### config.mk
export PLATFORM = sky130hd
export DESIGN_NAME = fft_reorder_pingpong_flat
export DESIGN_NICKNAME = d
export VERILOG_FILES = /design/src/rtl/fft_reorder_pingpong_if.sv /design/src/rtl/fft_reorder_pingpong.sv /design/src/flat_wrapper.sv
export SDC_FILE = /design/constraint.sdc
export NUM_CORES = 1
export LEC_CHECK = 0
export BUFFER_PORTS_ARGS = -buffer_cell sky130_fd_sc_hd__buf_2
export CORE_AREA = 10 10 209 211
export CTS_CLUSTER_DIAMETER = 50
export DETAILED_ROUTE_END_ITERATION = 16
export DIE_AREA = 0 0 219 221
export PLACE_DENSITY = 0.83
export SLEW_MARGIN = 10
export SYNTH_ARGS = -nofsm -noshare
export SYNTH_HDL_FRONTEND = slang
export SYNTH_SLANG_ARGS = --single-unit
### constraint.sdc
create_clock -name clk -period 2.88 [get_ports clk]
set_input_delay 0.288 -clock clk [delete_from_list [all_inputs] [get_ports clk]]
set_output_delay 0.288 -clock clk [all_outputs]
set_load 0.005 [all_outputs]
### src/rtl/fft_reorder_pingpong_if.sv
// fft_reorder_pingpong_if: input pair stream, output bin stream and framing error of the reorder stage
interface fft_reorder_pingpong_if #(parameter int WIDTH = 16, parameter int LOG2N = 3);
  logic in_valid, in_ready, in_sof;
  logic signed [WIDTH-1:0] up_real, up_imag, lo_real, lo_imag;
  logic out_valid, out_ready, out_sof, out_eof, sof_err;
  logic signed [WIDTH-1:0] out_real, out_imag;
  logic [LOG2N-1:0] out_idx;
  modport master (
    output in_valid, in_sof, up_real, up_imag, lo_real, lo_imag, out_ready,
    input in_ready, out_valid, out_real, out_imag, out_idx, out_sof, out_eof, sof_err
  );
  modport slave (
    input in_valid, in_sof, up_real, up_imag, lo_real, lo_imag, out_ready,
    output in_ready, out_valid, out_real, out_imag, out_idx, out_sof, out_eof, sof_err
  );
endinterface

### src/rtl/fft_reorder_pingpong.sv
// fft_reorder_pingpong: ping-pong bank reorder of bit-reversed FFT pairs into natural-order bins
module fft_reorder_pingpong #(
  parameter int WIDTH = 16,
  parameter int LOG2N = 3,
  parameter int BITREV = 1
) (
  input logic clk,
  input logic rst,
  fft_reorder_pingpong_if.slave io
);
  localparam int N = 1 << LOG2N;
  logic [2*WIDTH-1:0] r_mem [2*N];
  logic [1:0] r_full;
  logic r_wb, r_rb;
  logic [LOG2N-2:0] r_k;
  logic [LOG2N-1:0] r_j;
  logic r_out_valid, r_out_sof, r_out_eof, r_sof_err;
  logic [WIDTH-1:0] r_out_real, r_out_imag;
  logic [LOG2N-1:0] r_out_idx;
  logic w_acc, w_wr, w_err, w_wlast, w_ld, w_rlast;
  logic [LOG2N-2:0] w_k;
  logic [LOG2N-1:0] w_a0, w_a1;
  function automatic logic [LOG2N-1:0] f_addr(input logic [LOG2N-1:0] i);
    logic [LOG2N-1:0] v;
    for (int b = 0; b < LOG2N; b++) v[b] = (BITREV != 0) ? i[LOG2N-1-b] : i[b];
    return v;
  endfunction
  // a beat with in_sof always restarts the frame at pair 0; a beat without it at pair 0 is dropped
  always_comb begin
    w_acc = io.in_valid & !r_full[r_wb];
    w_k = io.in_sof ? '0 : r_k;
    w_wr = w_acc & (io.in_sof | (r_k != '0));
    w_err = w_acc & (io.in_sof ? (r_k != '0) : (r_k == '0));
    w_wlast = w_wr & (&w_k);
    w_a0 = f_addr({w_k, 1'b0});
    w_a1 = f_addr({w_k, 1'b1});
    w_ld = r_full[r_rb] & (!r_out_valid | io.out_ready);
    w_rlast = w_ld & (&r_j);
  end
  always_ff @(posedge clk) begin
    if (w_wr) begin
      r_mem[{r_wb, w_a0}] <= {io.up_real, io.up_imag};
      r_mem[{r_wb, w_a1}] <= {io.lo_real, io.lo_imag};
    end
  end
  // writer only touches an unfull bank and reader only a full one, so they never collide
  always_ff @(posedge clk or posedge rst) begin
    if (rst) begin
      r_full <= '0;
      r_wb <= 1'b0;
      r_rb <= 1'b0;
      r_k <= '0;
      r_j <= '0;
      r_out_valid <= 1'b0;
      r_out_sof <= 1'b0;
      r_out_eof <= 1'b0;
      r_out_real <= '0;
      r_out_imag <= '0;
      r_out_idx <= '0;
      r_sof_err <= 1'b0;
    end else begin
      r_sof_err <= w_err;
      if (w_wr) r_k <= w_k + 1'b1;
      if (w_wlast) begin
        r_full[r_wb] <= 1'b1;
        r_wb <= !r_wb;
      end
      if (w_rlast) begin
        r_full[r_rb] <= 1'b0;
        r_rb <= !r_rb;
      end
      if (w_ld) begin
        {r_out_real, r_out_imag} <= r_mem[{r_rb, r_j}];
        r_out_idx <= r_j;
        r_out_sof <= r_j == '0;
        r_out_eof <= &r_j;
        r_j <= r_j + 1'b1;
      end
      r_out_valid <= w_ld | (r_out_valid & !io.out_ready);
    end
  end
  assign io.in_ready = !r_full[r_wb];
  assign io.out_valid = r_out_valid;
  assign io.out_real = r_out_real;
  assign io.out_imag = r_out_imag;
  assign io.out_idx = r_out_idx;
  assign io.out_sof = r_out_sof;
  assign io.out_eof = r_out_eof;
  assign io.sof_err = r_sof_err;
endmodule

### src/flat_wrapper.sv
// flat-port wrapper written by rule: the top's interface ports become plain ports
module fft_reorder_pingpong_flat 
#(
  parameter int WIDTH = 16,
  parameter int LOG2N = 3,
  parameter int BITREV = 1
)
  (clk, rst, io_in_valid, io_in_sof, io_up_real, io_up_imag, io_lo_real, io_lo_imag, io_out_ready, io_in_ready, io_out_valid, io_out_real, io_out_imag, io_out_idx, io_out_sof, io_out_eof, io_sof_err);
  fft_reorder_pingpong_if #(.WIDTH(WIDTH), .LOG2N(LOG2N)) io_i ();
  input logic clk;
  input logic rst;
  input wire logic [$bits(io_i.in_valid)-1:0] io_in_valid;
  input wire logic [$bits(io_i.in_sof)-1:0] io_in_sof;
  input wire logic [$bits(io_i.up_real)-1:0] io_up_real;
  input wire logic [$bits(io_i.up_imag)-1:0] io_up_imag;
  input wire logic [$bits(io_i.lo_real)-1:0] io_lo_real;
  input wire logic [$bits(io_i.lo_imag)-1:0] io_lo_imag;
  input wire logic [$bits(io_i.out_ready)-1:0] io_out_ready;
  output wire logic [$bits(io_i.in_ready)-1:0] io_in_ready;
  output wire logic [$bits(io_i.out_valid)-1:0] io_out_valid;
  output wire logic [$bits(io_i.out_real)-1:0] io_out_real;
  output wire logic [$bits(io_i.out_imag)-1:0] io_out_imag;
  output wire logic [$bits(io_i.out_idx)-1:0] io_out_idx;
  output wire logic [$bits(io_i.out_sof)-1:0] io_out_sof;
  output wire logic [$bits(io_i.out_eof)-1:0] io_out_eof;
  output wire logic [$bits(io_i.sof_err)-1:0] io_sof_err;
  assign io_i.in_valid = io_in_valid;
  assign io_i.in_sof = io_in_sof;
  assign io_i.up_real = io_up_real;
  assign io_i.up_imag = io_up_imag;
  assign io_i.lo_real = io_lo_real;
  assign io_i.lo_imag = io_lo_imag;
  assign io_i.out_ready = io_out_ready;
  assign io_in_ready = io_i.in_ready;
  assign io_out_valid = io_i.out_valid;
  assign io_out_real = io_i.out_real;
  assign io_out_imag = io_i.out_imag;
  assign io_out_idx = io_i.out_idx;
  assign io_out_sof = io_i.out_sof;
  assign io_out_eof = io_i.out_eof;
  assign io_sof_err = io_i.sof_err;
  fft_reorder_pingpong #(.WIDTH(WIDTH), .LOG2N(LOG2N), .BITREV(BITREV)) u_core (.clk(clk), .rst(rst), .io(io_i));
endmodule
Yosys cells after proc, flatten, opt, wreduce, memory -nomap -nowiden

Memories as Yosys holds them, arrays and structs flattened. A register that Yosys moved wholly into a read port is not among the register bits.
Index checks and enable logic that the tools add are counted.

Bits in latches: 0
Memory bits (read-only): 0
Memory bits (writable): 512
Bits in registers: 16
Output and inout port bits: 40
Memories: 1
Word-level logic and storage cells: 56

Shift operators: 0
Div/mod/pow operators: 0
$lt $le $gt $ge: 4
Add/subtract/negate cells: 2
Reductions and logical operators: 12
Multipliers: 0
Equal/unequal tests: 0
Bitwise gates (word level): 13
Mux-type cells: 14

Memories:

| memory       | depth | bits a word | read ports | clocked after memory_dff | write ports | RTL line                   | text |
|---|---|---|---|---|---|---|---|
| u_core.r_mem | 16    | 32          | 1          | 1                        | 2           | fft_reorder_pingpong.sv:12 | `logic [2*WIDTH-1:0] r_mem [2*N];` |

Operator list:

| cell                | count |
|---|---|
| $mux 1              | 9 |
| $and 1x1->1         | 7 |
| $mux 2              | 3 |
| $logic_not 1->1     | 5 |
| $lt 1x2->1 const B  | 2 |
| $add 3x1->3 const B | 1 |
| $logic_not 3->1     | 1 |
| $or 1x1->1          | 3 |
| $reduce_and 3->1    | 1 |
| $add 2x1->2 const B | 1 |
| $and 2x2->2         | 1 |
| $demux 1 s1         | 2 |
| $ge 1x1->1 const B  | 2 |
| $logic_and 1x1->1   | 2 |
| $logic_not 2->1     | 1 |
| $not 2->2           | 1 |
| $or 2x2->2          | 1 |
| $reduce_and 2->1    | 1 |
| $reduce_bool 2->1   | 1 |

Depth between registers and ports, before layout

Depth in word-level cells: 9
Gate-level depth with buffers: 7
Mapped depth without buffers: 5

Worst setup path before layout

Ideal clock, no wire load.

Kind: register -> register
Start: reg u_core.r_k[0]
End: mem u_core.r_mem[13][0] (netlist name), enable pin
Stages on the path, launching flop included: 5
Clock period less this slack: 3009 ps
Setup time: 429 ps
Slack: -129 ps
Data arrival time: 2580 ps
Path buffers: 0
Path through: dfrtp_1 -> nor2_1 -> ha_1 -> nor4bb_1 -> and2_1

RTL lines:

| what                   | RTL line                   | text |
|---|---|---|
| from (decl)            | fft_reorder_pingpong.sv:15 | `logic [LOG2N-2:0] r_k;` |
| from (signal assigned) | fft_reorder_pingpong.sv:63 | `if (w_wr) r_k <= w_k + 1'b1;` |
| to (decl)              | fft_reorder_pingpong.sv:12 |  |

==> run_results.csv <==
group,metric,value,unit
status,status,"finished, final reports clean",
grt,track_usage,18.95,%
timing,grt_setup_unrepaired,"no",
yosys,synthMuxAreaShare,15.44,%
timing,clock_skew,15.84,ps
worst_hold_path,hold_path.class,"in2reg",
critical_path,crit_path_start_kind,"flip-flop",
clock_tree,clockBufferDepth,3,
job,cap_viol_max_count,0,
yosys,yosys.area.top_type,"edfxtp_1",
clock_tree,htreeDepth,2,
yosys,ys_async_sr_fraction,8.571,%
yosys,synth_top_area_share,72.01,%
timing,period_needed,2377,ps
drt,drc,0,
power,leakagePower,0.008297,uW
floorplanning,design.core.area,39460,um2
yosys,synth-edff-count,512,
power,power,23810,uW
clock_tree,cts_tree,"built",
timing,slew_headroom,43.27,%
layout,fin_nets,1193,
layout,mostFrequentLayoutCell,"edfxtp_1",
yosys,syn_area,21350,um2
yosys,yosys-top-cells-area,"edfxtp_1, mux4_2, dfrtp_1",
clock_tree,clk_latency,590,ps
yosys,ys_warn_count,0,
yosys,ys_ff_latch,560,
yosys,ys_types,38,
yosys,synth_top_family_by_area,"multiplexers",
drt,wirelength,45.45,mm
drt,viasPerCell,6.139,
clock_tree,cts_buffers,54,
grt,antenna_found_initial,5,
critical_path,crit_path_end_kind,"flip-flop",
layout,drive_above_1_share,33.16,%
grt,grt-ovfl-total,0,
drt,drt-pass1-iter-count,5,
timing,hold_viol,0,
grt,grt_pass1_vias,11220,
yosys,synth_compound_gate_area_share,3.797,%
timing,timing.final.crit_share,82.53,%
floorplanning,rows,73,
drt,avgRoutedWirePerCell,26.92,um
timing,setup_viol,0,
yosys,syn_inst,930,
yosys,synth_xor_xnor_area_share,0.08204,%
critical_path,cp.required,3150,ps
clock_tree,cts_resized,0,
floorplanning,die_y,221,um
drt,antenna_left,0,
critical_path,critPathKind,"reg2reg",
critical_path,cp.arrival,2650,ps
yosys,avgSynthCellArea,22.96,um2
place,gp_congestion,0.7431,
grt,grt_max_degree,132,
power,irDropWorstVdd,1020,uV
power,power-per-cell-area,955.8,nW/um2
floorplanning,io_pins,109,
timing,fin_ws,503.2,ps
yosys,synth-adder-area-share,0.4688,%
clock_tree,root_buffer,"clkbuf_16",
place,numPortBuffers,108,
place,place_ws,495.9,ps
timing,slew_violations,0,
place,place_hpwl,25.29,mm
yosys,synthSimpleGateAreaFrac,0.7970,%
yosys,synth_nets,1007,
layout,mostFrequentLayoutCells,"edfxtp_1, mux4_2, buf_2",
yosys,synth_flop_cell,"edfxtp_1",
yosys,yosysSeqAreaShare,77.64,%
grt,grt_pass1_wl,69.65,mm
critical_path,path_max_fanout,24,
place,dpl_cell_area,22670,um2
floorplanning,die_w,219,um
floorplanning,die-area,48400,um2
floorplanning,start_util,54.11,%
drt,drt_iter0_markers,1025,
timing,tightestPinTransition,849.7,ps
clock_tree,clkSinkCount,560,
timing,setup_tns,0,ps
clock_tree,clkTransAtPathRegs,60,ps
layout,stdcell_area,24910,um2
timing,clock.fmax,420.7,MHz
layout,area_growth,16.68,%
drt,num_vias,10360,
## cells by family (layout without fill, tap and decap cells)
family,after synthesis,in the layout
AO/OA/AOI/OAI,103,103
buffers and inverters,63,294
XOR/XNOR,2,2
adder cells (fa/ha/maj),8,8
other,0,2
AND/OR/NAND/NOR,26,26
multiplexers,168,168
flip-flops,560,560
## routing by layer
metal,wire (um),up-vias,global-route usage (%)
met1,17550,5514,24.63
met3,2940,83,3.465
met2,23930,434,32.00
met5,45,-,0
li1,-,4326,-
met4,987,6,5.719
## critical path: stages, from the launching register on
cell      delay [ps]
dfrtp_1          360
nor2_1            60
ha_1             210
nor4bb_1         640
and2_4           520
buf_12           240
## synthesized netlist by cell type, drive strengths merged, types with 2 or more instances
| library cell | instances |
|---|---|
| a21o | 2 |
| a21oi | 33 |
| a221oi | 32 |
| and2 | 9 |
| buf | 40 |
| clkbuf | 16 |
| dfrtp | 48 |
| edfxtp | 512 |
| ha | 8 |
| inv | 7 |
| mux2 | 7 |
| mux2i | 33 |
| mux4 | 128 |
| nand2b | 3 |
| nand3 | 2 |
| nor2b | 3 |
| o21ai | 2 |
| o22ai | 32 |
| xnor2 | 2 |
## where the power goes
part / switching (uW) / total [uW] / internal [uW] / leakage, uW
registers: 479 / 10400 / 9890 / 0.00518
clock network: 2870 / 6860 / 3990 / 0.000844
logic: 3520 / 6580 / 3070 / 0.00228
## repair_timing
item                      CTS  global route
buffers inserted            0             0
hold buffers               51             0
hold endpoints to repair  407             0
## per-stage QoR
stage | instances | hold slack [ps] | util (%)
detailed placement | 1534 | 472.8 | 57.45
global route | 1688 | 17.39 | 63.14
global placement | 1534 | 461.2 | 57.45
finish | 1688 | 21.70 | 63.14
CTS | 1686 | 0.3768 | 63.12
floorplan | 930 | 386.9 | -
## cell type report
type                       count  area [um2]
tap                          525       656.9
clock buffer                  78        1503
timing repair buffer         186        1491
fill                        2586       14550
clock inverter                23       226.5
sequential                   560       16580
antenna                        2       5.005
inverter                       7       26.28
multi-input combinational    307        4420
## final timing paths
path	startpoint	end	slack, ps	cells after the start
max in group asynchronous	rst	u_core.r_rb$_DFFE_PP0P_	1810	4
worst max-delay path	u_core.r_k[0]$_DFFE_PP0P_	u_core.r_mem[14][13]$_DFFE_PP_	500	5
worst min-delay path	io_lo_imag[13]	u_core.r_mem[4][13]$_DFFE_PP_	20	1
worst min register to register	u_core.io.out_idx[0]$_DFFE_PP0P_	u_core.io.out_idx[0]$_DFFE_PP0P_	480	1
min in group asynchronous	rst	u_core.io.out_idx[0]$_DFFE_PP0P_	420	3
worst max register to register	u_core.r_k[0]$_DFFE_PP0P_	u_core.r_mem[14][13]$_DFFE_PP_	500	5
## registers in the layout, indices dropped and copies added, names as in the netlist
signal / flops
u_core.r_j: 3
u_core.r_wb: 1
u_core.io.out_imag: 16
u_core.io.out_valid: 1
u_core.io.sof_err: 1
u_core.r_k: 2
u_core.r_full: 2
u_core.io.out_eof: 1
u_core.r_rb: 1
u_core.io.out_sof: 1
u_core.io.out_idx: 3
u_core.io.out_real: 16
u_core.r_mem: 512
Power figures use the tool's default switching activity.
